File: src/rtl/dmi_jtag_pkg.sv
// -----------------------------------------------------------------------------
// dmi_jtag_pkg
// Shared types and constants for the multi-channel JTAG TAP:
//   tap_state_e  - the 16 IEEE 1149.1 TAP controller states
//   dr_sel_e     - which data register the current instruction selects
//   dtmcs_t      - layout of the 32-bit DTMCS register
//   BYPASS0 / IDCODE - fixed instruction opcodes
//   tap_next()   - TMS-driven next-state function of the TAP controller
// -----------------------------------------------------------------------------
package dmi_jtag_pkg;

    typedef enum logic [3:0] {
        TEST_LOGIC_RESET = 4'd0,
        RUN_TEST_IDLE    = 4'd1,
        SELECT_DR_SCAN   = 4'd2,
        CAPTURE_DR       = 4'd3,
        SHIFT_DR         = 4'd4,
        EXIT1_DR         = 4'd5,
        PAUSE_DR         = 4'd6,
        EXIT2_DR         = 4'd7,
        UPDATE_DR        = 4'd8,
        SELECT_IR_SCAN   = 4'd9,
        CAPTURE_IR       = 4'd10,
        SHIFT_IR         = 4'd11,
        EXIT1_IR         = 4'd12,
        PAUSE_IR         = 4'd13,
        EXIT2_IR         = 4'd14,
        UPDATE_IR        = 4'd15
    } tap_state_e;

    typedef enum logic [1:0] {
        SEL_BYPASS  = 2'd0,
        SEL_IDCODE  = 2'd1,
        SEL_DTMCS   = 2'd2,
        SEL_CHANNEL = 2'd3
    } dr_sel_e;

    typedef struct packed {
        logic [13:0] zero_hi;
        logic        dmihardreset;
        logic        dmireset;
        logic        zero_mid;
        logic [2:0]  idle;
        logic [1:0]  dmistat;
        logic [5:0]  abits;
        logic [3:0]  version;
    } dtmcs_t;

    localparam int unsigned BYPASS0       = 32'd0;
    localparam int unsigned IDCODE        = 32'd1;
    localparam logic [3:0]  DTMCS_VERSION = 4'd1;

    function automatic tap_state_e tap_next(input tap_state_e state, input logic tms);
        tap_state_e nxt;
        case (state)
            TEST_LOGIC_RESET: nxt = tms ? TEST_LOGIC_RESET : RUN_TEST_IDLE;
            RUN_TEST_IDLE:    nxt = tms ? SELECT_DR_SCAN   : RUN_TEST_IDLE;
            SELECT_DR_SCAN:   nxt = tms ? SELECT_IR_SCAN   : CAPTURE_DR;
            CAPTURE_DR:       nxt = tms ? EXIT1_DR         : SHIFT_DR;
            SHIFT_DR:         nxt = tms ? EXIT1_DR         : SHIFT_DR;
            EXIT1_DR:         nxt = tms ? UPDATE_DR        : PAUSE_DR;
            PAUSE_DR:         nxt = tms ? EXIT2_DR         : PAUSE_DR;
            EXIT2_DR:         nxt = tms ? UPDATE_DR        : SHIFT_DR;
            UPDATE_DR:        nxt = tms ? SELECT_DR_SCAN   : RUN_TEST_IDLE;
            SELECT_IR_SCAN:   nxt = tms ? TEST_LOGIC_RESET : CAPTURE_IR;
            CAPTURE_IR:       nxt = tms ? EXIT1_IR         : SHIFT_IR;
            SHIFT_IR:         nxt = tms ? EXIT1_IR         : SHIFT_IR;
            EXIT1_IR:         nxt = tms ? UPDATE_IR        : PAUSE_IR;
            PAUSE_IR:         nxt = tms ? EXIT2_IR         : PAUSE_IR;
            EXIT2_IR:         nxt = tms ? UPDATE_IR        : SHIFT_IR;
            UPDATE_IR:        nxt = tms ? SELECT_DR_SCAN   : RUN_TEST_IDLE;
            default:          nxt = TEST_LOGIC_RESET;
        endcase
        return nxt;
    endfunction

endpackage

File: src/rtl/dmi_jtag_tap_fsm.sv
// -----------------------------------------------------------------------------
// dmi_jtag_tap_fsm
// IEEE 1149.1 TAP controller. State advances on rising tck_i; trst_i is a
// synchronous active-high reset to Test-Logic-Reset.
// The strobe outputs are registered copies of the next-state decode, so each
// one is high for exactly the cycle spent in the corresponding state.
// Ports:
//   tck_i, trst_i, tms_i  - JTAG clock, reset, mode select
//   state_o               - current TAP state
//   test_logic_reset_o    - high while in Test-Logic-Reset
//   capture_dr_o, shift_dr_o, update_dr_o - DR phase strobes
// -----------------------------------------------------------------------------
module dmi_jtag_tap_fsm
    import dmi_jtag_pkg::*;
(
    input  logic       tck_i,
    input  logic       trst_i,
    input  logic       tms_i,
    output tap_state_e state_o,
    output logic       test_logic_reset_o,
    output logic       capture_dr_o,
    output logic       shift_dr_o,
    output logic       update_dr_o
);

    tap_state_e state_r;
    tap_state_e next_state_s;
    logic       tlr_r;
    logic       capture_dr_r;
    logic       shift_dr_r;
    logic       update_dr_r;

    // Next-state decode from TMS.
    always_comb begin
        next_state_s = tap_next(state_r, tms_i);
    end

    // State register with strobes registered alongside it.
    always_ff @(posedge tck_i) begin
        if (trst_i) begin
            state_r      <= TEST_LOGIC_RESET;
            tlr_r        <= 1'b1;
            capture_dr_r <= 1'b0;
            shift_dr_r   <= 1'b0;
            update_dr_r  <= 1'b0;
        end else begin
            state_r      <= next_state_s;
            tlr_r        <= (next_state_s == TEST_LOGIC_RESET);
            capture_dr_r <= (next_state_s == CAPTURE_DR);
            shift_dr_r   <= (next_state_s == SHIFT_DR);
            update_dr_r  <= (next_state_s == UPDATE_DR);
        end
    end

    assign state_o            = state_r;
    assign test_logic_reset_o = tlr_r;
    assign capture_dr_o       = capture_dr_r;
    assign shift_dr_o         = shift_dr_r;
    assign update_dr_o        = update_dr_r;

endmodule

File: src/rtl/dmi_jtag_tap_mc.sv
// -----------------------------------------------------------------------------
// dmi_jtag_tap_mc
// Multi-channel JTAG TAP for the debug transport module. Holds the IR, the
// BYPASS / IDCODE / DTMCS registers, instruction decode and the TDO mux.
// External channels own their registers; they receive the shared DR strobes
// and qualify them with their ch_select_o bit.
// Optional feature macro: DMI_JTAG_TAP_IDCODE_EN builds the IDCODE register;
// without it opcode 1 decodes to BYPASS.
// Ports:
//   tck_i, trst_i, tms_i, td_i  - JTAG pins (trst_i synchronous, active-high)
//   td_o, tdo_oe_o              - TDO data/enable, registered on falling tck_i
//   test_logic_reset_o          - high in Test-Logic-Reset
//   capture_dr_o/shift_dr_o/update_dr_o - DR strobes, unqualified by IR
//   ch_select_o, ch_tdi_o, ch_tdo_i     - external channel interface
//   dmi_error_i                 - DMI status captured into DTMCS.dmistat
//   dmi_reset_o, dmi_hardreset_o - one-cycle pulses from a DTMCS write
//   ir_o                        - current instruction
// -----------------------------------------------------------------------------
module dmi_jtag_tap_mc
    import dmi_jtag_pkg::*;
#(
    parameter int unsigned IrLength      = 32'd5,
    parameter logic [31:0] IdcodeValue   = 32'h0000_0001,
    parameter int unsigned DtmcsIr       = 32'h10,
    parameter int unsigned NumChannels   = 32'd2,
    parameter int unsigned ChannelIrBase = 32'h11,
    parameter int unsigned Abits         = 32'd7,
    parameter int unsigned IdleHint      = 32'd1
) (
    input  logic                   tck_i,
    input  logic                   trst_i,
    input  logic                   tms_i,
    input  logic                   td_i,
    output logic                   td_o,
    output logic                   tdo_oe_o,
    output logic                   test_logic_reset_o,
    output logic                   capture_dr_o,
    output logic                   shift_dr_o,
    output logic                   update_dr_o,
    output logic [NumChannels-1:0] ch_select_o,
    output logic                   ch_tdi_o,
    input  logic [NumChannels-1:0] ch_tdo_i,
    input  logic [1:0]             dmi_error_i,
    output logic                   dmi_reset_o,
    output logic                   dmi_hardreset_o,
    output logic [IrLength-1:0]    ir_o
);

    localparam logic [IrLength-1:0] IrBypass0Val = IrLength'(BYPASS0);
    localparam logic [IrLength-1:0] IrIdcodeVal  = IrLength'(IDCODE);
    localparam logic [IrLength-1:0] IrAllOnes    = {IrLength{1'b1}};
    localparam logic [IrLength-1:0] IrDtmcsVal   = IrLength'(DtmcsIr);
    localparam logic [IrLength-1:0] IrCaptureVal = {{(IrLength-2){1'b0}}, 2'b01};

    tap_state_e                 state_s;
    logic                       capture_dr_s;
    logic                       shift_dr_s;
    logic                       update_dr_s;
    logic                       shift_ir_s;
    logic                       enter_tlr_s;
    dr_sel_e                    sel_s;
    dtmcs_t                     dtmcs_capture_s;
    logic                       tdo_mux_s;

    logic [IrLength-1:0]        ir_shift_r;
    logic [IrLength-1:0]        ir_r;
    logic [NumChannels-1:0]     ch_select_r;
    logic                       bypass_r;
    logic [31:0]                dtmcs_r;
`ifdef DMI_JTAG_TAP_IDCODE_EN
    logic [31:0]                idcode_r;
`endif
    logic                       dmi_reset_r;
    logic                       dmi_hardreset_r;
    logic                       td_r;
    logic                       tdo_oe_r;

    // One-hot channel decode of an instruction value.
    function automatic logic [NumChannels-1:0] channel_sel(input logic [IrLength-1:0] ir);
        logic [NumChannels-1:0] sel;
        sel = {NumChannels{1'b0}};
        for (int n = 0; n < int'(NumChannels); n++) begin
            sel[n] = (ir == IrLength'(ChannelIrBase + unsigned'(n)));
        end
        return sel;
    endfunction

    // Instruction to data-register decode; unknown opcodes fall back to BYPASS.
    function automatic dr_sel_e decode_ir(input logic [IrLength-1:0] ir);
        dr_sel_e sel;
        sel = SEL_BYPASS;
        if ((ir == IrBypass0Val) || (ir == IrAllOnes)) begin
            sel = SEL_BYPASS;
`ifdef DMI_JTAG_TAP_IDCODE_EN
        end else if (ir == IrIdcodeVal) begin
            sel = SEL_IDCODE;
`endif
        end else if (ir == IrDtmcsVal) begin
            sel = SEL_DTMCS;
        end else if (channel_sel(ir) != {NumChannels{1'b0}}) begin
            sel = SEL_CHANNEL;
        end else begin
            sel = SEL_BYPASS;
        end
        return sel;
    endfunction

    dmi_jtag_tap_fsm u_fsm (
        .tck_i              (tck_i),
        .trst_i             (trst_i),
        .tms_i              (tms_i),
        .state_o            (state_s),
        .test_logic_reset_o (test_logic_reset_o),
        .capture_dr_o       (capture_dr_s),
        .shift_dr_o         (shift_dr_s),
        .update_dr_o        (update_dr_s)
    );

    // IR-side state decodes; the IR is reset on the edge that enters TLR so
    // ir_o already reads IDCODE in the first TLR cycle.
    always_comb begin
        shift_ir_s  = (state_s == SHIFT_IR);
        enter_tlr_s = (tap_next(state_s, tms_i) == TEST_LOGIC_RESET);
        sel_s       = decode_ir(ir_r);
    end

    // DTMCS capture image.
    always_comb begin
        dtmcs_capture_s              = '{default: 1'b0};
        dtmcs_capture_s.idle         = 3'(IdleHint);
        dtmcs_capture_s.dmistat      = dmi_error_i;
        dtmcs_capture_s.abits        = 6'(Abits);
        dtmcs_capture_s.version      = DTMCS_VERSION;
    end

    // Instruction register: capture, shift, update.
    always_ff @(posedge tck_i) begin
        if (trst_i || enter_tlr_s) begin
            ir_shift_r  <= {IrLength{1'b0}};
            ir_r        <= IrIdcodeVal;
            ch_select_r <= {NumChannels{1'b0}};
        end else if (state_s == CAPTURE_IR) begin
            ir_shift_r  <= IrCaptureVal;
        end else if (shift_ir_s) begin
            ir_shift_r  <= {td_i, ir_shift_r[IrLength-1:1]};
        end else if (state_s == UPDATE_IR) begin
            ir_r        <= ir_shift_r;
            ch_select_r <= channel_sel(ir_shift_r);
        end else begin
            ir_shift_r  <= ir_shift_r;
        end
    end

    // Internal data registers, only the selected one captures or shifts.
    always_ff @(posedge tck_i) begin
        if (trst_i) begin
            bypass_r <= 1'b0;
            dtmcs_r  <= 32'h0;
`ifdef DMI_JTAG_TAP_IDCODE_EN
            idcode_r <= IdcodeValue;
`endif
        end else if (capture_dr_s) begin
            case (sel_s)
                SEL_BYPASS: bypass_r <= 1'b0;
`ifdef DMI_JTAG_TAP_IDCODE_EN
                SEL_IDCODE: idcode_r <= IdcodeValue;
`endif
                SEL_DTMCS:  dtmcs_r  <= dtmcs_capture_s;
                default:    bypass_r <= bypass_r;
            endcase
        end else if (shift_dr_s) begin
            case (sel_s)
                SEL_BYPASS: bypass_r <= td_i;
`ifdef DMI_JTAG_TAP_IDCODE_EN
                SEL_IDCODE: idcode_r <= {td_i, idcode_r[31:1]};
`endif
                SEL_DTMCS:  dtmcs_r  <= {td_i, dtmcs_r[31:1]};
                default:    bypass_r <= bypass_r;
            endcase
        end else begin
            bypass_r <= bypass_r;
        end
    end

    // DMI reset pulses: high only in the cycle after UpdateDr of DTMCS.
    always_ff @(posedge tck_i) begin
        if (trst_i) begin
            dmi_reset_r     <= 1'b0;
            dmi_hardreset_r <= 1'b0;
        end else if (update_dr_s && (sel_s == SEL_DTMCS)) begin
            dmi_reset_r     <= dtmcs_r[16];
            dmi_hardreset_r <= dtmcs_r[17];
        end else begin
            dmi_reset_r     <= 1'b0;
            dmi_hardreset_r <= 1'b0;
        end
    end

    // TDO source select; channels are ORed through their one-hot select.
    always_comb begin
        tdo_mux_s = 1'b0;
        if (shift_ir_s) begin
            tdo_mux_s = ir_shift_r[0];
        end else begin
            case (sel_s)
                SEL_BYPASS:  tdo_mux_s = bypass_r;
`ifdef DMI_JTAG_TAP_IDCODE_EN
                SEL_IDCODE:  tdo_mux_s = idcode_r[0];
`endif
                SEL_DTMCS:   tdo_mux_s = dtmcs_r[0];
                SEL_CHANNEL: tdo_mux_s = |(ch_tdo_i & ch_select_r);
                default:     tdo_mux_s = 1'b0;
            endcase
        end
    end

    // TDO and its enable launch on the falling edge; data is held low when idle.
    always_ff @(negedge tck_i) begin
        if (trst_i) begin
            td_r     <= 1'b0;
            tdo_oe_r <= 1'b0;
        end else begin
            tdo_oe_r <= shift_ir_s | shift_dr_s;
            td_r     <= (shift_ir_s | shift_dr_s) ? tdo_mux_s : 1'b0;
        end
    end

    assign td_o            = td_r;
    assign tdo_oe_o        = tdo_oe_r;
    assign capture_dr_o    = capture_dr_s;
    assign shift_dr_o      = shift_dr_s;
    assign update_dr_o     = update_dr_s;
    assign ch_select_o     = ch_select_r;
    assign ch_tdi_o        = td_i;
    assign dmi_reset_o     = dmi_reset_r;
    assign dmi_hardreset_o = dmi_hardreset_r;
    assign ir_o            = ir_r;

endmodule

File: config.mk
export PLATFORM = sky130hd
export DESIGN_NAME = dmi_jtag_tap_mc
export DESIGN_NICKNAME = d
export VERILOG_FILES = /design/src/rtl/dmi_jtag_pkg.sv /design/src/rtl/dmi_jtag_tap_fsm.sv /design/src/rtl/dmi_jtag_tap_mc.sv
export SDC_FILE = /design/constraint.sdc
export NUM_CORES = 1
export LEC_CHECK = 0
export CAP_MARGIN = 20
export CORE_MARGIN = 5
export CORE_UTILIZATION = 55
export DETAILED_ROUTE_END_ITERATION = 12
export PLACE_DENSITY_LB_ADDON = 0.1
export REMOVE_ABC_BUFFERS = 1
export SLEW_MARGIN = 40
export SYNTH_ARGS = -nofsm -noshare
export SYNTH_HDL_FRONTEND = slang
export SYNTH_SLANG_ARGS = --single-unit
File: constraint.sdc
create_clock -name tck_i -period 2 [get_ports tck_i]
set_input_delay 0.2 -clock tck_i [delete_from_list [all_inputs] [get_ports tck_i]]
set_output_delay 0.2 -clock tck_i [all_outputs]
set_load 0.02 [all_outputs]
==> results.toml <==
[run_status]
outcome = "complete, but fails checks"
violations = "setup timing"

[run]
cap_violations = 0

[die]
rows = 24
initial_utilization_pct = 55.72
chipWidth_um = 75.73
boundaryPins = 24
die-area_um2 = 5734
die_h_um = 75.73
core_um2 = 4264

[yosys]
synth.area.top_cells = "dfxtp_1 (48%), nand3b_1 (8.2%), a21oi_1 (7.6%)"
syn_area_per_cell_um2 = 8.735
yosysSeqAreaShare_pct = 48.03
synth_top_area_share_pct = 48.03
synth_top_cell_by_area = "dfxtp_1"
netlist-cell-type-count = 38
netlist_area_um2 = 2376
synth_cells = 272
yosysWarnings = 0
postSynthRegisterBits = 57

[clocking]
clock_path_buffers = 2
clock_sinks = 57
cts_root_buffer = "clkbuf_8"
cts_tree = "done"
htreeDepth = 3
insertion_delay_ns = 0.36
hold_buffers = 0
cts_made_buffers = 9
clk_pin_slew_ns = 0.06

[sta]
setup_viol = 1
setup_tns_ns = -0.2520
final_max_slew_viol_count = 0
rsz0062_at_grt = "true"
worst_slew_pin_slew_ns = 0.4211
fin_worst_skew_ns = 0.04403
hold_viol_final = 0
relSlewSlack_pct = 71.20
setup_ws_ns = -0.2520

[min_path]
worstHoldEndpoint = "dtmcs_r[9]$_SDFFE_PP0P_"
min_path_type = "reg -> reg"
worstHoldPathCells = 2
hold_start = "dtmcs_r[9]$_SDFFE_PP0P_"

[pwr]
power_uw = 2403
power_leakage_uw = 0.001050
vdd_drop_max_v = 0.0004466
powerDensity_nw_per_um2 = 814.4

[setup_path]
crit_required_ns = 1.25
r2r_start = "ir_o[3]$_SDFFE_PP0P_"
path_delay_family = "simple AND/OR/NAND/NOR gates"
path_cells = "or3b_4 > a21oi_4 > mux2i_1 > a31oi_1"
crit_buf_inv = 0
cp.arrival_ns = 1.50
r2r_setup_slack_ns = -0.25
worst-path-stages = 4
crit_path_end_kind = "register"
critical_path.slowest_cell = "or3b_4"
critical_path_class = "reg -> reg"
r2r_end = "td_o$_SDFF_NP0_"
startpoint_type = "register"
critPathMaxStageDelay_ns = 0.42
cp_max_fo = 3
r2r_cells = 4

[detailed_routing]
dr.pass1.iters = 4
wl_per_cell_um = 13.51
route.detailed.drc = 0
via_per_inst = 5.424
vias = 1969
postRouteAntennaNets = 0
drt_iter0_markers = 140
wl_mm = 4.904

[grt]
grt_overflow = 0
grt_max_degree = 43
grt_first_pass_wirelength_mm = 8.148
grtUsageTotal_pct = 19.06
antenna_found_initial = 0
first_global_vias = 1786

[place]
port_buffers = 23
dp.final_hpwl_mm = 3.188
gp_congestion = 0.8416

[cells_and_area]
fin_nets = 314
drive_above_1_share_pct = 16.72
n_antenna_cell = 0
area_growth_pct = 24.17
[tightest hold or removal path: cells and delay by family (launching register included)]
kind / cells / cell delay [ns]
AOI/OAI and AO/OA: 1 / 0.05
DFF: 1 / 0.31
and+or+nand+nor: 1 / 0.05
[cell type report]
cell class                      instances  area [µm²]
Multi-Input combinational cell        187        1106
Inverter                                6       22.52
Clock inverter                          8       88.84
Timing Repair Buffer                   43       395.4
Sequential cell                        57        1145
Tap cell                               52       65.06
Fill cell                             350        1314
Clock buffer                           10       127.6
[through the flow]
stage	instance area, µm²	cells	hold WS [ns]	setup WS, ns	utilization (%)
final	2950	363	0.4509	-0.2520	69.19
after CTS	2938	363	0.4535	-0.2476	68.90
after floorplan	2257	251	0.2691	-0.4821	-
after detailed placement	2708	345	0.4444	-0.3365	63.50
after global routing	2950	363	0.4751	-0.3175	69.19
after global placement	2708	345	0.4384	-0.2992	63.50
[cell families (layout without fill, tap and decap cells)]
logic type	Yosys count	count (layout)	synth area share (%)
AOI/OAI and AO/OA	57	57	13.96
DFF	57	57	48.03
buffers and inverters	28	67	6.109
xor gates and xnor gates	2	2	0.7374
and+or+nand+nor	121	121	28.23
muxes	7	7	2.949
[state kept, by name, indices dropped and copies added, names as in the netlist]
register                  count
ir_o                          5
bypass_r                      1
u_fsm.update_dr_o             1
dmi_hardreset_o               1
u_fsm.capture_dr_o            1
dmi_reset_o                   1
dtmcs_r                      32
tdo_oe_o                      1
ir_shift_r                    5
td_o                          1
u_fsm.test_logic_reset_o      1
ch_select_o                   2
u_fsm.state_o                 4
u_fsm.shift_dr_o              1
[routing by layer]
metal / routed length (µm) / track usage, %
met1: 2298 / 24.84
met3: 154 / 4.354
met5: 0 / 0
met4: 97 / 9.903
met2: 2354 / 29.43
[what timing repair did]
action | 4_1_cts | 5_1_grt
pin swaps | 2 | 0
setup endpoints to repair | 3 | 3
setup buffers | 1 | 0
gates resized for setup | 16 | 2
[how the worst max path moves through the flow]
stage               slack [ns]                 start         endpoint
detailed placement       -0.34  ir_o[4]$_SDFFE_PP0P_  td_o$_SDFF_NP0_
CTS                      -0.25  ir_o[3]$_SDFFE_PP0P_  td_o$_SDFF_NP0_
floorplan                -0.48  ir_o[4]$_SDFFE_PP0P_  td_o$_SDFF_NP0_
global placement         -0.30  ir_o[2]$_SDFFE_PP0P_  td_o$_SDFF_NP0_
global route             -0.32  ir_o[3]$_SDFFE_PP0P_  td_o$_SDFF_NP0_
finish                   -0.25  ir_o[3]$_SDFFE_PP0P_  td_o$_SDFF_NP0_
[Yosys cell counts (all sizes together)]
library cell / count
a2111oi: 2
a211oi: 3
a21o: 1
a21oi: 36
a22oi: 1
a311oi: 1
a31o: 2
a31oi: 2
a32oi: 2
and3: 1
and4b: 2
buf: 10
clkbuf: 11
dfxtp: 57
inv: 7
mux2i: 7
nand2: 41
nand2b: 2
nand3: 3
nand3b: 26
nand4: 1
nand4b: 1
nor2: 23
nor2b: 2
nor3: 14
nor4: 1
nor4b: 1
o21ai: 5
o221ai: 1
o22ai: 1
or3: 1
or3b: 1
or4: 1
xnor2: 1
xor2: 1
[placed cells by master, fill, tap and decap left out, drive strengths merged, types with 3 or more instances in the layout]
master and instances:
inv 9, dfxtp 57, clkbuf 10, nor3 14, buf 22, o21ai 5, nor2 23, nand3b 26
clkdlybuf4s50 21, nand2 41, mux2i 7, nand3 3, a211oi 3, a21oi 36
[power breakdown]
part / total [µW] / internal [µW] / switching (µW)
combinational: 106 / 44.9 / 60.6
clock: 1150 / 699 / 453
sequential: 1150 / 1140 / 3.15
total: 2400 / 1890 / 517
Note: power is estimated with default switching activity, not from simulation.
